File: src/rtl/fifo_rd_stream_adapter_if.sv
// Handshake bundle between the FIFO read port, the read adapter and the downstream stream.
// Modport master is the adapter's view; modport slave is the surrounding logic's view.
interface fifo_rd_stream_adapter_if #(
  parameter int DATA_SIZE = 8
);
  logic                 r_empty;
  logic                 r_en;
  logic [DATA_SIZE-1:0] r_data;
  logic                 flush;
  logic                 m_valid;
  logic                 m_ready;
  logic [DATA_SIZE-1:0] m_data;

  modport master (
    input  r_empty, r_data, flush, m_ready,
    output r_en, m_valid, m_data
  );

  modport slave (
    output r_empty, r_data, flush, m_ready,
    input  r_en, m_valid, m_data
  );
endinterface

File: src/rtl/fifo_rd_stream_adapter.sv
// Read-side consumer for the async FIFO: issues r_en, tracks the RD_LAT read pipeline and
// buffers returned words into a valid/ready stream. Define RD_ADAPTER_STALL_CNT_EN for stall_cnt.
module fifo_rd_stream_adapter #(
  parameter int DATA_SIZE = 8,
  parameter int RD_LAT    = 1,
  parameter int OUT_DEPTH = 2
) (
  input  logic                     r_clk,
  input  logic                     rrst_n,
  fifo_rd_stream_adapter_if.master bus
`ifdef RD_ADAPTER_STALL_CNT_EN
  ,
  output logic [15:0]              stall_cnt
`endif
);
  localparam int PW = $clog2(OUT_DEPTH);
  localparam int CW = PW + 1;
  localparam int SW = CW + 3;

  logic [DATA_SIZE-1:0] mem_q [OUT_DEPTH];
  logic [DATA_SIZE-1:0] mem_d [OUT_DEPTH];
  logic [PW-1:0]        wr_ptr_q, wr_ptr_d;
  logic [PW-1:0]        rd_ptr_q, rd_ptr_d;
  logic [CW-1:0]        count_q, count_d;
  logic [RD_LAT-1:0]    vld_q, vld_d;
  logic [SW-1:0]        inflight;
  logic [SW-1:0]        pending;
  logic                 push;
  logic                 pop;

  always_comb begin
    inflight = '0;
    for (int i = 0; i < RD_LAT; i++) inflight = inflight + SW'(vld_q[i]);
  end

  assign push = vld_q[RD_LAT-1];
  assign pop  = bus.m_valid & bus.m_ready;

  // Slots freed by this cycle's pop can be reissued immediately, which keeps one word per cycle.
  assign pending     = SW'(count_q) + inflight - SW'(pop);
  assign bus.r_en    = rrst_n & ~bus.r_empty & ~bus.flush & (pending < SW'(OUT_DEPTH));
  assign bus.m_valid = (count_q != '0);
  assign bus.m_data  = mem_q[rd_ptr_q];

  always_comb begin
    mem_d    = mem_q;
    wr_ptr_d = wr_ptr_q;
    rd_ptr_d = rd_ptr_q;
    count_d  = count_q;
    vld_d    = RD_LAT'({vld_q, bus.r_en});
    if (bus.flush) begin
      wr_ptr_d = '0;
      rd_ptr_d = '0;
      count_d  = '0;
      vld_d    = '0;
    end else begin
      if (push) begin
        mem_d[wr_ptr_q] = bus.r_data;
        wr_ptr_d        = wr_ptr_q + 1'b1;
      end
      if (pop) rd_ptr_d = rd_ptr_q + 1'b1;
      count_d = count_q + CW'(push) - CW'(pop);
    end
  end

  always_ff @(posedge r_clk or negedge rrst_n) begin
    if (!rrst_n) begin
      for (int i = 0; i < OUT_DEPTH; i++) mem_q[i] <= '0;
      wr_ptr_q <= '0;
      rd_ptr_q <= '0;
      count_q  <= '0;
      vld_q    <= '0;
    end else begin
      mem_q    <= mem_d;
      wr_ptr_q <= wr_ptr_d;
      rd_ptr_q <= rd_ptr_d;
      count_q  <= count_d;
      vld_q    <= vld_d;
    end
  end

`ifdef RD_ADAPTER_STALL_CNT_EN
  logic [15:0] stall_q, stall_d;

  always_comb begin
    stall_d = stall_q;
    if (bus.flush)                                           stall_d = '0;
    else if (bus.m_valid && !bus.m_ready && stall_q != '1)   stall_d = stall_q + 16'd1;
  end

  always_ff @(posedge r_clk or negedge rrst_n) begin
    if (!rrst_n) stall_q <= '0;
    else         stall_q <= stall_d;
  end

  assign stall_cnt = stall_q;
`endif
endmodule
File: src/flat_wrapper.sv
// flat-port wrapper written by rule: the top's interface ports become plain ports
module fifo_rd_stream_adapter_flat 
#(
  parameter int DATA_SIZE = 8,
  parameter int RD_LAT    = 1,
  parameter int OUT_DEPTH = 2
)
  (r_clk, rrst_n, bus_r_empty, bus_r_data, bus_flush, bus_m_ready, bus_r_en, bus_m_valid, bus_m_data);
  fifo_rd_stream_adapter_if #(.DATA_SIZE(DATA_SIZE)) bus_i ();
  input  logic r_clk;
  input  logic rrst_n;
  input wire logic [$bits(bus_i.r_empty)-1:0] bus_r_empty;
  input wire logic [$bits(bus_i.r_data)-1:0] bus_r_data;
  input wire logic [$bits(bus_i.flush)-1:0] bus_flush;
  input wire logic [$bits(bus_i.m_ready)-1:0] bus_m_ready;
  output wire logic [$bits(bus_i.r_en)-1:0] bus_r_en;
  output wire logic [$bits(bus_i.m_valid)-1:0] bus_m_valid;
  output wire logic [$bits(bus_i.m_data)-1:0] bus_m_data;
  assign bus_i.r_empty = bus_r_empty;
  assign bus_i.r_data = bus_r_data;
  assign bus_i.flush = bus_flush;
  assign bus_i.m_ready = bus_m_ready;
  assign bus_r_en = bus_i.r_en;
  assign bus_m_valid = bus_i.m_valid;
  assign bus_m_data = bus_i.m_data;
  fifo_rd_stream_adapter #(.DATA_SIZE(DATA_SIZE), .RD_LAT(RD_LAT), .OUT_DEPTH(OUT_DEPTH)) u_core (.r_clk(r_clk), .rrst_n(rrst_n), .bus(bus_i));
endmodule
File: config.mk
export PLATFORM = sky130hd
export DESIGN_NAME = fifo_rd_stream_adapter_flat
export DESIGN_NICKNAME = d
export VERILOG_FILES = /design/src/rtl/fifo_rd_stream_adapter_if.sv /design/src/rtl/fifo_rd_stream_adapter.sv /design/src/flat_wrapper.sv
export SDC_FILE = /design/constraint.sdc
export NUM_CORES = 1
export LEC_CHECK = 0
export CAP_MARGIN = 40
export CORE_MARGIN = 5
export CORE_UTILIZATION = 46
export CTS_BUF_LIST = sky130_fd_sc_hd__clkbuf_8
export DETAILED_ROUTE_END_ITERATION = 8
export HOLD_SLACK_MARGIN = 0.08
export PLACE_DENSITY = 0.76
export SYNTH_ARGS = -nofsm -noshare
export SYNTH_HDL_FRONTEND = slang
export SYNTH_SLANG_ARGS = --single-unit
File: constraint.sdc
create_clock -name r_clk -period 2.3 [get_ports r_clk]
set_input_delay 0.345 -clock r_clk [delete_from_list [all_inputs] [get_ports r_clk]]
set_output_delay 0.345 -clock r_clk [all_outputs]
set_load 0.01 [all_outputs]
==> out/metrics.cfg, run 1 <==
[route]
met1_length_um = 881
met2_length_mm = 1.139
highest_layer = met4
detailedRoute.firstIterationViolations = 4
drc = 0
detail_route.first_pass.iterations = 3
finalWirelength_mm = 2.140
route.antenna.remaining_nets = 0
dr_wl_met3_um = 88
routed_wire_length_per_instance_um = 15.07
viasPerCell = 5.070
via_count = 720

[die]
io_pins = 23
placement_rows = 17
die_h_um = 58.09
design.core.area_um2 = 2212
die_w_um = 58.09
start_util_pct = 48.08
die_area_um2 = 3374

[synth]
ys_types = 16
syn_avg_cell_area_um2 = 13.63
ys_async_sr_fraction_pct = 100.0
synth_area_um2 = 1064
postSynthNetCount = 99
post_synth_edffs = 0
yosysMostFrequentCell = sky130_fd_sc_hd__mux2_2
synth-seq-cells = 21
synth_top_cells_by_count = sky130_fd_sc_hd__mux2_2 (24), sky130_fd_sc_hd__dfrtp_1 (21), sky130_fd_sc_hd__inv_1 (8)
synth_top_cells_by_area = sky130_fd_sc_hd__dfrtp_1 (49%), sky130_fd_sc_hd__mux2_2 (25%), sky130_fd_sc_hd__ha_1 (8.2%)
synth_top_cell_by_area = sky130_fd_sc_hd__dfrtp_1
synth_cells = 78
synth.top_cell.area_share_pct = 49.41
ys_warn_count = 0
yosys_most_used_dff = sky130_fd_sc_hd__dfrtp_1
yosysSeqAreaShare_pct = 49.41

[run_status]
status = finished, violations left
violations = setup timing

[final_layout]
final_util_pct = 66.91
diodes = 0
finalNetCount = 136
layout-area-overhead-vs-synth_pct = 39.18
drive_gt1_share_pct = 42.98

[sta]
tightest_slew_ns = 0.4468
timing.clock.skew_ns = 0.005643
final.period_utilization_pct = 115.2
setup_slack_ns = -0.3503
timing.final.max_slew_violations = 0
timing.fmax_ghz = 0.3773
grt_setup_unrepaired = true
final_hold_viol_count = 0
final-setup-viol-count = 1
timing.slew.headroom_pct = 70.18
setup_total_negative_slack_ns = -0.3503
period_needed_ns = 2.650

[critical_path]
critical-path-max-stage-delay_ns = 0.50
arrival_ns = 2.31
endpoint_kind = output pin
path_class = register to output pin
startpoint_type = register
critical_path_peak_fanout = 2
crit_slowest_cell = sky130_fd_sc_hd__or4b_4
critical_path.cell_chain = ha_4 -> inv_2 -> ha_4 -> inv_1 -> ha_2 -> ha_2 -> or4b_4 -> a211oi_4 -> buf_2
critical_path_required_ns = 1.96

[pwr]
ir_worst_vdd_uv = 775.5
power_density_nw_per_um2 = 1158
leakagePower_nw = 0.6857

[clock_network]
root_buffer = sky130_fd_sc_hd__clkbuf_8
htree_levels = 1
tritoncts = built
tritoncts.num_buffers = 3
cts_hold_repair.buffers = 0
cts.clk_slew.worst_paths_ns = 0.07
insertion_delay_to_the_later_sink_of_the_worst_skew_pair_ns = 0.26
number_of_buffers_on_the_longest_clock_path = 2
tritoncts_num_sinks = 21

[global_route]
grt_max_degree = 22
global_route.overflow_total = 0
grt_antenna_before_repair = 0
grt_pass1_wl_mm = 3.705
track_usage_pct = 14.71
first_global_vias = 808

[run]
max_cap_violations = 0

[min_path]
hold_path_class = register to register

[placed_design]
place.detailed.hpwl_mm = 1.588
buffer_ports.inserted = 22
gp_congestion = 0.6980

==> sequential cells by signal, summed over array words and instances, names as in the netlist <==
name / count
u_core.count_q: 2
u_core.mem_q: 16
u_core.push: 1
u_core.rd_ptr_q: 1
u_core.wr_ptr_q: 1
==> power breakdown <==
| group | total, mW | internal, mW | switching [mW] |
|---|---|---|---|
| registers | 0.613 | 0.511 | 0.102 |
| clock network | 0.229 | 0.119 | 0.111 |
| logic | 0.871 | 0.545 | 0.327 |
==> critical path: cells and delay by family (launching register included) <==
| family | cells | cell delay [ns] |
|---|---|---|
| buf+inv | 3 | 0.23 |
| fa+ha+maj | 4 | 0.74 |
| simple gates | 1 | 0.50 |
| flops | 1 | 0.42 |
| compound gates | 1 | 0.16 |
==> layout make-up <==
cell class	instances	area [um2]
inverter	8	30.03
timing repair buffer	33	297.8
sequential	21	525.5
clock inverter	1	3.754
fill	167	732.0
tap	28	35.03
clock buffer	3	41.29
multi-input combinational	48	546.8
==> through the flow <==
stage / cell area, um2 / setup WS [ns] / power [mW] / instances / hold WS, ns
6_report: 1480 / -0.3503 / 1.714 / 142 / 0.5069
5_1_grt: 1480 / -0.4221 / 1.853 / 142 / 0.5257
4_1_cts: 1470 / -0.3583 / 1.719 / 142 / 0.5069
3_5_place_dp: 1410 / -0.5463 / 1.469 / 137 / 0.4930
3_3_place_gp: 1410 / -0.4939 / 1.432 / 137 / 0.4819
2_1_floorplan: 1084 / -0.02249 / 1.057 / 78 / 0.04941
==> timing repair <==
item                       4_1_cts  5_1_grt
buffers inserted                 1        0
hold endpoints to repair         0        0
setup endpoints to repair        1        1
gates resized for setup          6        2
pin swaps                        1        0
==> metal layers <==
metal	track usage (%)	vias up
li1	-	339
met1	17.09	363
met2	25.48	14
met3	3.341	4
met4	6.954	0
met5	0	-
==> final timing paths <==
kind | slack, ns | from | to | depth (start not counted)
worst max-delay path | -0.35 | u_core.count_q[0]$_DFF_PN0_ | bus_r_en | 9
worst min register to register | 0.51 | u_core.mem_q[11]$_DFFE_PN0P_ | u_core.mem_q[11]$_DFFE_PN0P_ | 1
worst max register to register | 0.21 | u_core.count_q[0]$_DFF_PN0_ | u_core.push$_DFF_PN0_ | 8
worst min-delay path | 0.51 | u_core.mem_q[11]$_DFFE_PN0P_ | u_core.mem_q[11]$_DFFE_PN0P_ | 1
max in group asynchronous | 1.54 | rrst_n | u_core.mem_q[14]$_DFFE_PN0P_ | 2
min in group asynchronous | 0.54 | rrst_n | u_core.count_q[1]$_DFF_PN0_ | 2
==> cells in the final DEF, fill, tap and decap left out, types with 2 or more instances in the layout <==
cell and instances:
sky130_fd_sc_hd__ha_4 2, sky130_fd_sc_hd__inv_1 8, sky130_fd_sc_hd__mux2_2 24, sky130_fd_sc_hd__xnor2_1 3
sky130_fd_sc_hd__ha_1 3, sky130_fd_sc_hd__buf_4 11, sky130_fd_sc_hd__ha_2 2, sky130_fd_sc_hd__nor2_1 4
sky130_fd_sc_hd__clkbuf_8 3, sky130_fd_sc_hd__dfrtp_1 21, sky130_fd_sc_hd__clkdlybuf4s50_1 21
==> logic make-up after synthesis <==
family | share of synthesized area, %
xor gates and xnor gates | 3.295
and+or+nand+nor | 6.705
muxes | 25.41
DFF | 49.41
AOI/OAI and AO/OA | 1.881
buffers and inverters | 3.176
adders and majority gates | 10.12
Power figures use the tool's default switching activity.
==> run 2, diff against run 1 <==
CORE_MARGIN = 4   (was 5)
==> out/metrics.cfg, run 2 (synthesis results as in run 1) <==
[final_layout]
layout_filler_cell_count = 164
finalNetCount = 136
final_cell_mix = sky130_fd_sc_hd__mux2_2 (24), sky130_fd_sc_hd__clkdlybuf4s50_1 (21), sky130_fd_sc_hd__dfrtp_1 (21)
multi_input_area_um2 = 524.3
max_reg_flops = 16
final_util_pct = 65.89
final_cell_count_no_fill = 142
top_register = u_core.mem_q
final_common_cell = sky130_fd_sc_hd__mux2_2
drive_gt1_share_pct = 41.23
register_area_um2 = 525.5
biggestRegsByFlops = u_core.mem_q x16, u_core.count_q x2
layout-area-overhead-vs-synth_pct = 37.06
diodes = 0

[global_route]
grt_util_met2_pct = 24.37
first_global_vias = 764
global_route.overflow_total = 0
groute.layer.met1.usage_pct = 15.29
gr-usage-met3_pct = 5.568
busiest_layer = met2
track_usage_pct = 13.59
grt_max_degree = 22
grt_pass1_wl_mm = 3.339
grt_antenna_before_repair = 0

[placed_design]
buffer_ports.inserted = 22
place_inst = 137
gp_congestion = 0.7378
detailedPlace.worstSlack_ns = -0.5588
place.detailed.hpwl_mm = 1.548

[run]
max_cap_violations = 0

[sta]
timing.slew.headroom_pct = 69.29
period_needed_ns = 2.645
setup_slack_ns = -0.3453
timing.clock.skew_ns = 0.003187
final_hold_viol_count = 0
timing.fmax_ghz = 0.3780
tightest_slew_ns = 0.4602
timing.final.max_slew_violations = 0
final.period_utilization_pct = 115.0
setup_total_negative_slack_ns = -0.3453
final-setup-viol-count = 1
grt_setup_unrepaired = true

[die]
start_util_pct = 48.08
design.core.area_um2 = 2212
die_w_um = 56.09
io_pins = 23
placement_rows = 17
die_h_um = 56.09
die_area_um2 = 3146

[route]
via_count = 680
route.antenna.remaining_nets = 0
drc = 0
detail_route.first_pass.iterations = 2
finalWirelength_mm = 1.937
detailedRoute.firstIterationViolations = 3
routed_wire_length_per_instance_um = 13.64
viasPerCell = 4.789

[clock_network]
tritoncts.num_buffers = 3
root_buffer = sky130_fd_sc_hd__clkbuf_8
tritoncts_num_sinks = 21
cts.clk_slew.worst_paths_ns = 0.07
insertion_delay_to_the_later_sink_of_the_worst_skew_pair_ns = 0.25
tritoncts = built
number_of_buffers_on_the_longest_clock_path = 2
htree_levels = 1

[critical_path]
endpoint_kind = output pin
worstRegToRegCells = 8
path_class = register to output pin
critical-path-max-stage-delay_ns = 0.50
crit_path_start = u_core.push$_DFF_PN0_
critPathMostFrequentCell = sky130_fd_sc_hd__ha_2
rrSetupSlack_ns = 0.25
critical_path_required_ns = 1.96
arrival_ns = 2.30
critical_path_peak_fanout = 2
crit-reg2reg-launch = u_core.push$_DFF_PN0_
startpoint_type = register
critical_path.cell_chain = ha_2 -> inv_1 -> ha_1 -> inv_1 -> ha_2 -> ha_2 -> or4b_4 -> a211oi_4 -> buf_2
crit_slowest_cell = sky130_fd_sc_hd__or4b_4

[min_path]
holdCritStartpoint = u_core.mem_q[3]$_DFFE_PN0P_
timing.hold.worst_path_depth = 1
hold_path_class = register to register

[pwr]
ir_worst_vdd_uv = 986.4
leakagePower_nw = 0.6835
power_density_nw_per_um2 = 1146
total_power_mw = 1.670

[run_status]
status = finished, violations left
violations = setup timing

-- run 2: cell counts in the layout (fill, tap and decap cells not counted) --
No cell type changed its count.
-- run 2: cell type report --
class | count | area share [%]
multi-input cells | 48 | 35.97
clock buffers | 3 | 2.833
inverters | 8 | 2.060
clock inverters | 1 | 0.2575
well taps | 28 | 2.403
repair buffers | 33 | 20.43
flip-flops and latches | 21 | 36.05
-- run 2: power by group --
group	internal, mW	switching [mW]
logic	0.529	0.309
clock network	0.119	0.108
registers	0.511	0.0942
-- run 2: repair_timing --
action,CTS,global route
gates resized for setup,4,0
setup endpoints to repair,1,1
hold buffers,0,0
buffers inserted,1,0
pin swaps,1,1
-- run 2: path summary, 6_finish.rpt --
path	endpoint
max	bus_r_en
min	u_core.mem_q[3]$_DFFE_PN0P_
max reg2reg	u_core.push$_DFF_PN0_
min reg2reg	u_core.mem_q[3]$_DFFE_PN0P_
max in group asynchronous	u_core.push$_DFF_PN0_
min in group asynchronous	u_core.mem_q[2]$_DFFE_PN0P_
-- run 2: metrics by stage --
step                      hold WS (ns)  area, um2
after floorplan                0.04941       1084
after global placement          0.4813       1410
after detailed placement        0.4928       1410
after CTS                       0.5082       1458
after global routing            0.5205       1458
final                           0.5060       1458
-- run 2: critical path, delay by kind of cell, from the launching register on --
family | cells | cell delay [ns]
adder cells (fa/ha/maj) | 4 | 0.79
AND/OR/NAND/NOR | 1 | 0.50
flip-flops | 1 | 0.37
buffers and inverters | 3 | 0.24
AO/OA/AOI/OAI | 1 | 0.15
-- run 2: per-layer routing --
layer / routed length (um) / share of wire [%]
met5: 0 / 0
met4: 8 / 0.41
met3: 122 / 6.3
met2: 962 / 50
met1: 844 / 44
==> run 3, diff against run 2 <==
CAP_MARGIN = 15   (was 40)
CORE_MARGIN = unset   (was 4)
==> out/metrics.cfg, run 3 (synthesis results as in run 1) <==
[sta]
final_hold_viol_count = 0
tightest_slew_ns = 0.5118
timing.clock.skew_ns = 0.002462
timing.slew.headroom_pct = 65.85
period_needed_ns = 2.643
setup_slack_ns = -0.3430
hold-worst-slack_ns = 0.5029
timing.final.max_slew_violations = 0
timing.fmax_ghz = 0.3784
final-setup-viol-count = 1
final.period_utilization_pct = 114.9
grt_setup_unrepaired = true

[global_route]
grt_max_degree = 22
track_usage_pct = 18.28
grt_antenna_before_repair = 0
first_global_vias = 721
grt_pass1_wl_mm = 3.318
global_route.overflow_total = 0

[critical_path]
startpoint_type = register
critical_path_required_ns = 1.96
path_class = register to output pin
critical_path_peak_fanout = 2
critical_path.cell_chain = ha_4 -> inv_2 -> ha_1 -> inv_1 -> ha_2 -> ha_2 -> or4b_4 -> a211oi_4 -> buf_2
crit-reg2reg-launch = u_core.push$_DFF_PN0_
worstRegToRegCells = 8
endpoint_kind = output pin
critical-path-max-stage-delay_ns = 0.50
critPathMostFrequentCell = sky130_fd_sc_hd__ha_2
crit_path_start = u_core.push$_DFF_PN0_
r2r-end = u_core.push$_DFF_PN0_
crit_slowest_cell = sky130_fd_sc_hd__or4b_4
rrSetupSlack_ns = 0.27
arrival_ns = 2.30

[pwr]
power_density_nw_per_um2 = 1147
clockPowerShare_pct = 14.0
ir_worst_vdd_uv = 725.4
leakagePower_nw = 0.6791
total_switching_power_mw = 0.5210
combPwrFrac_pct = 49.6
power_frac_seq_pct = 36.4
power_switching_share_pct = 31.10
cell_internal_pwr_mw = 1.154

[die]
design.core.area_um2 = 2191
start_util_pct = 48.54
io_pins = 23
die_area_um2 = 2509
die_w_um = 50.09
die_h_um = 50.09
placement_rows = 17

[final_layout]
biggestRegsByFlops = u_core.mem_q x16, u_core.count_q x2
finalNetCount = 135
final_util_pct = 66.65
multi_input_area_um2 = 534.3
final_cell_mix = sky130_fd_sc_hd__mux2_2 (24), sky130_fd_sc_hd__clkdlybuf4s50_1 (21), sky130_fd_sc_hd__dfrtp_1 (21)
final_common_cell = sky130_fd_sc_hd__mux2_2
top_register = u_core.mem_q
layout-area-overhead-vs-synth_pct = 37.29
register_area_um2 = 525.5
diodes = 0
max_reg_flops = 16
drive_gt1_share_pct = 41.59
layout_filler_cell_count = 166

[clock_network]
tritoncts = built
insertion_delay_to_the_later_sink_of_the_worst_skew_pair_ns = 0.26
cts_hold_repair.buffers = 0
tritoncts_num_sinks = 21
number_of_buffers_on_the_longest_clock_path = 2
root_buffer = sky130_fd_sc_hd__clkbuf_8
tritoncts.num_buffers = 3
cts.clk_slew.worst_paths_ns = 0.07
htree_levels = 1

[run]
max_cap_violations = 0

[min_path]
worst_hold_path.endpoint = u_core.mem_q[2]$_DFFE_PN0P_
holdCritStartpoint = u_core.mem_q[2]$_DFFE_PN0P_
timing.hold.worst_path_depth = 1
hold_path_class = register to register

[route]
routed_wire_length_per_instance_um = 13.60
detail_route.first_pass.iterations = 2
route.antenna.remaining_nets = 0
finalWirelength_mm = 1.918
via_count = 697
drc = 0
detailedRoute.firstIterationViolations = 4
viasPerCell = 4.943

[run_status]
status = finished, violations left
violations = setup timing

[placed_design]
detailedPlace.worstSlack_ns = -0.5641
place.detailed.hpwl_mm = 1.422
gp_congestion = 0.6961
buffer_ports.inserted = 22

[run 3: cell types whose count changed in the layout (fill, tap and decap cells not counted)]
| cell | before | now |
|---|---|---|
| sky130_fd_sc_hd__o21ai_0 | 1 | 0 |
| sky130_fd_sc_hd__buf_4 | 11 | 10 |
| sky130_fd_sc_hd__ha_2 | 3 | 2 |
| sky130_fd_sc_hd__o21ai_1 | 0 | 1 |
| sky130_fd_sc_hd__ha_4 | 0 | 1 |
| sky130_fd_sc_hd__inv_1 | 9 | 8 |
| sky130_fd_sc_hd__inv_2 | 0 | 1 |
[run 3: worst max-delay path: cells and delay by family, from the launching register on]
family / cells / cell delay (ns)
AO/OA/AOI/OAI: 1 / 0.16
flip-flops: 1 / 0.42
AND/OR/NAND/NOR: 1 / 0.50
buffers and inverters: 3 / 0.23
adder cells (fa/ha/maj): 4 / 0.74
[run 3: power groups by stage]
stage	Sequential [mW]	Clock [mW]	Combinational, mW
2_1_floorplan	0.576	0	0.482
3_3_place_gp	0.604	0	0.812
3_5_place_dp	0.611	0	0.834
4_1_cts	0.606	0.241	0.838
5_1_grt	0.631	0.254	0.911
6_report	0.610	0.234	0.831
[run 3: cell type report]
| type | instances | share of cell area, % |
|---|---|---|
| multi-input cells | 48 | 36.59 |
| flip-flops and latches | 21 | 35.99 |
| repair buffers | 32 | 19.88 |
| clock buffers | 3 | 2.828 |
| well taps | 28 | 2.399 |
| inverters | 8 | 2.057 |
| clock inverters | 1 | 0.2571 |
[run 3: layer usage]
metal  track usage [%]  part of all wire (%)  wire length [um]  vias up
met5                 0                     0                 0        -
met4             7.143                   1.1                21        0
met3             3.086                   4.2                80        3
met2             27.78                    47               900       19
met1             25.69                    48               917      340
li1                  -                     -                 -      335
[run 3: what timing repair did]
| action | CTS | global route |
|---|---|---|
| endpoints found under the setup margin | 1 | 1 |
| gates resized for setup | 5 | 2 |
| buffers inserted | 1 | 0 |
| pin swaps | 1 | 1 |
[run 3: per-stage QoR]
stage / cells / power [mW] / instance area [um2] / setup TNS, ns
2_1_floorplan: 78 / 1.057 / 1084 / -0.02249
3_3_place_gp: 136 / 1.416 / 1403 / -0.5158
3_5_place_dp: 136 / 1.445 / 1403 / -0.5641
4_1_cts: 141 / 1.685 / 1450 / -0.3751
5_1_grt: 141 / 1.797 / 1460 / -0.4218
6_report: 141 / 1.675 / 1460 / -0.3430
[run 3: worst max path at each step]
stage          cells after the start  slack [ns]  endpoint
2_1_floorplan                      8       -0.02  bus_r_en
3_3_place_gp                       8       -0.52  bus_r_en
3_5_place_dp                       8       -0.56  bus_r_en
4_1_cts                            9       -0.38  bus_r_en
5_1_grt                            9       -0.42  bus_r_en
6_report                           9       -0.34  bus_r_en
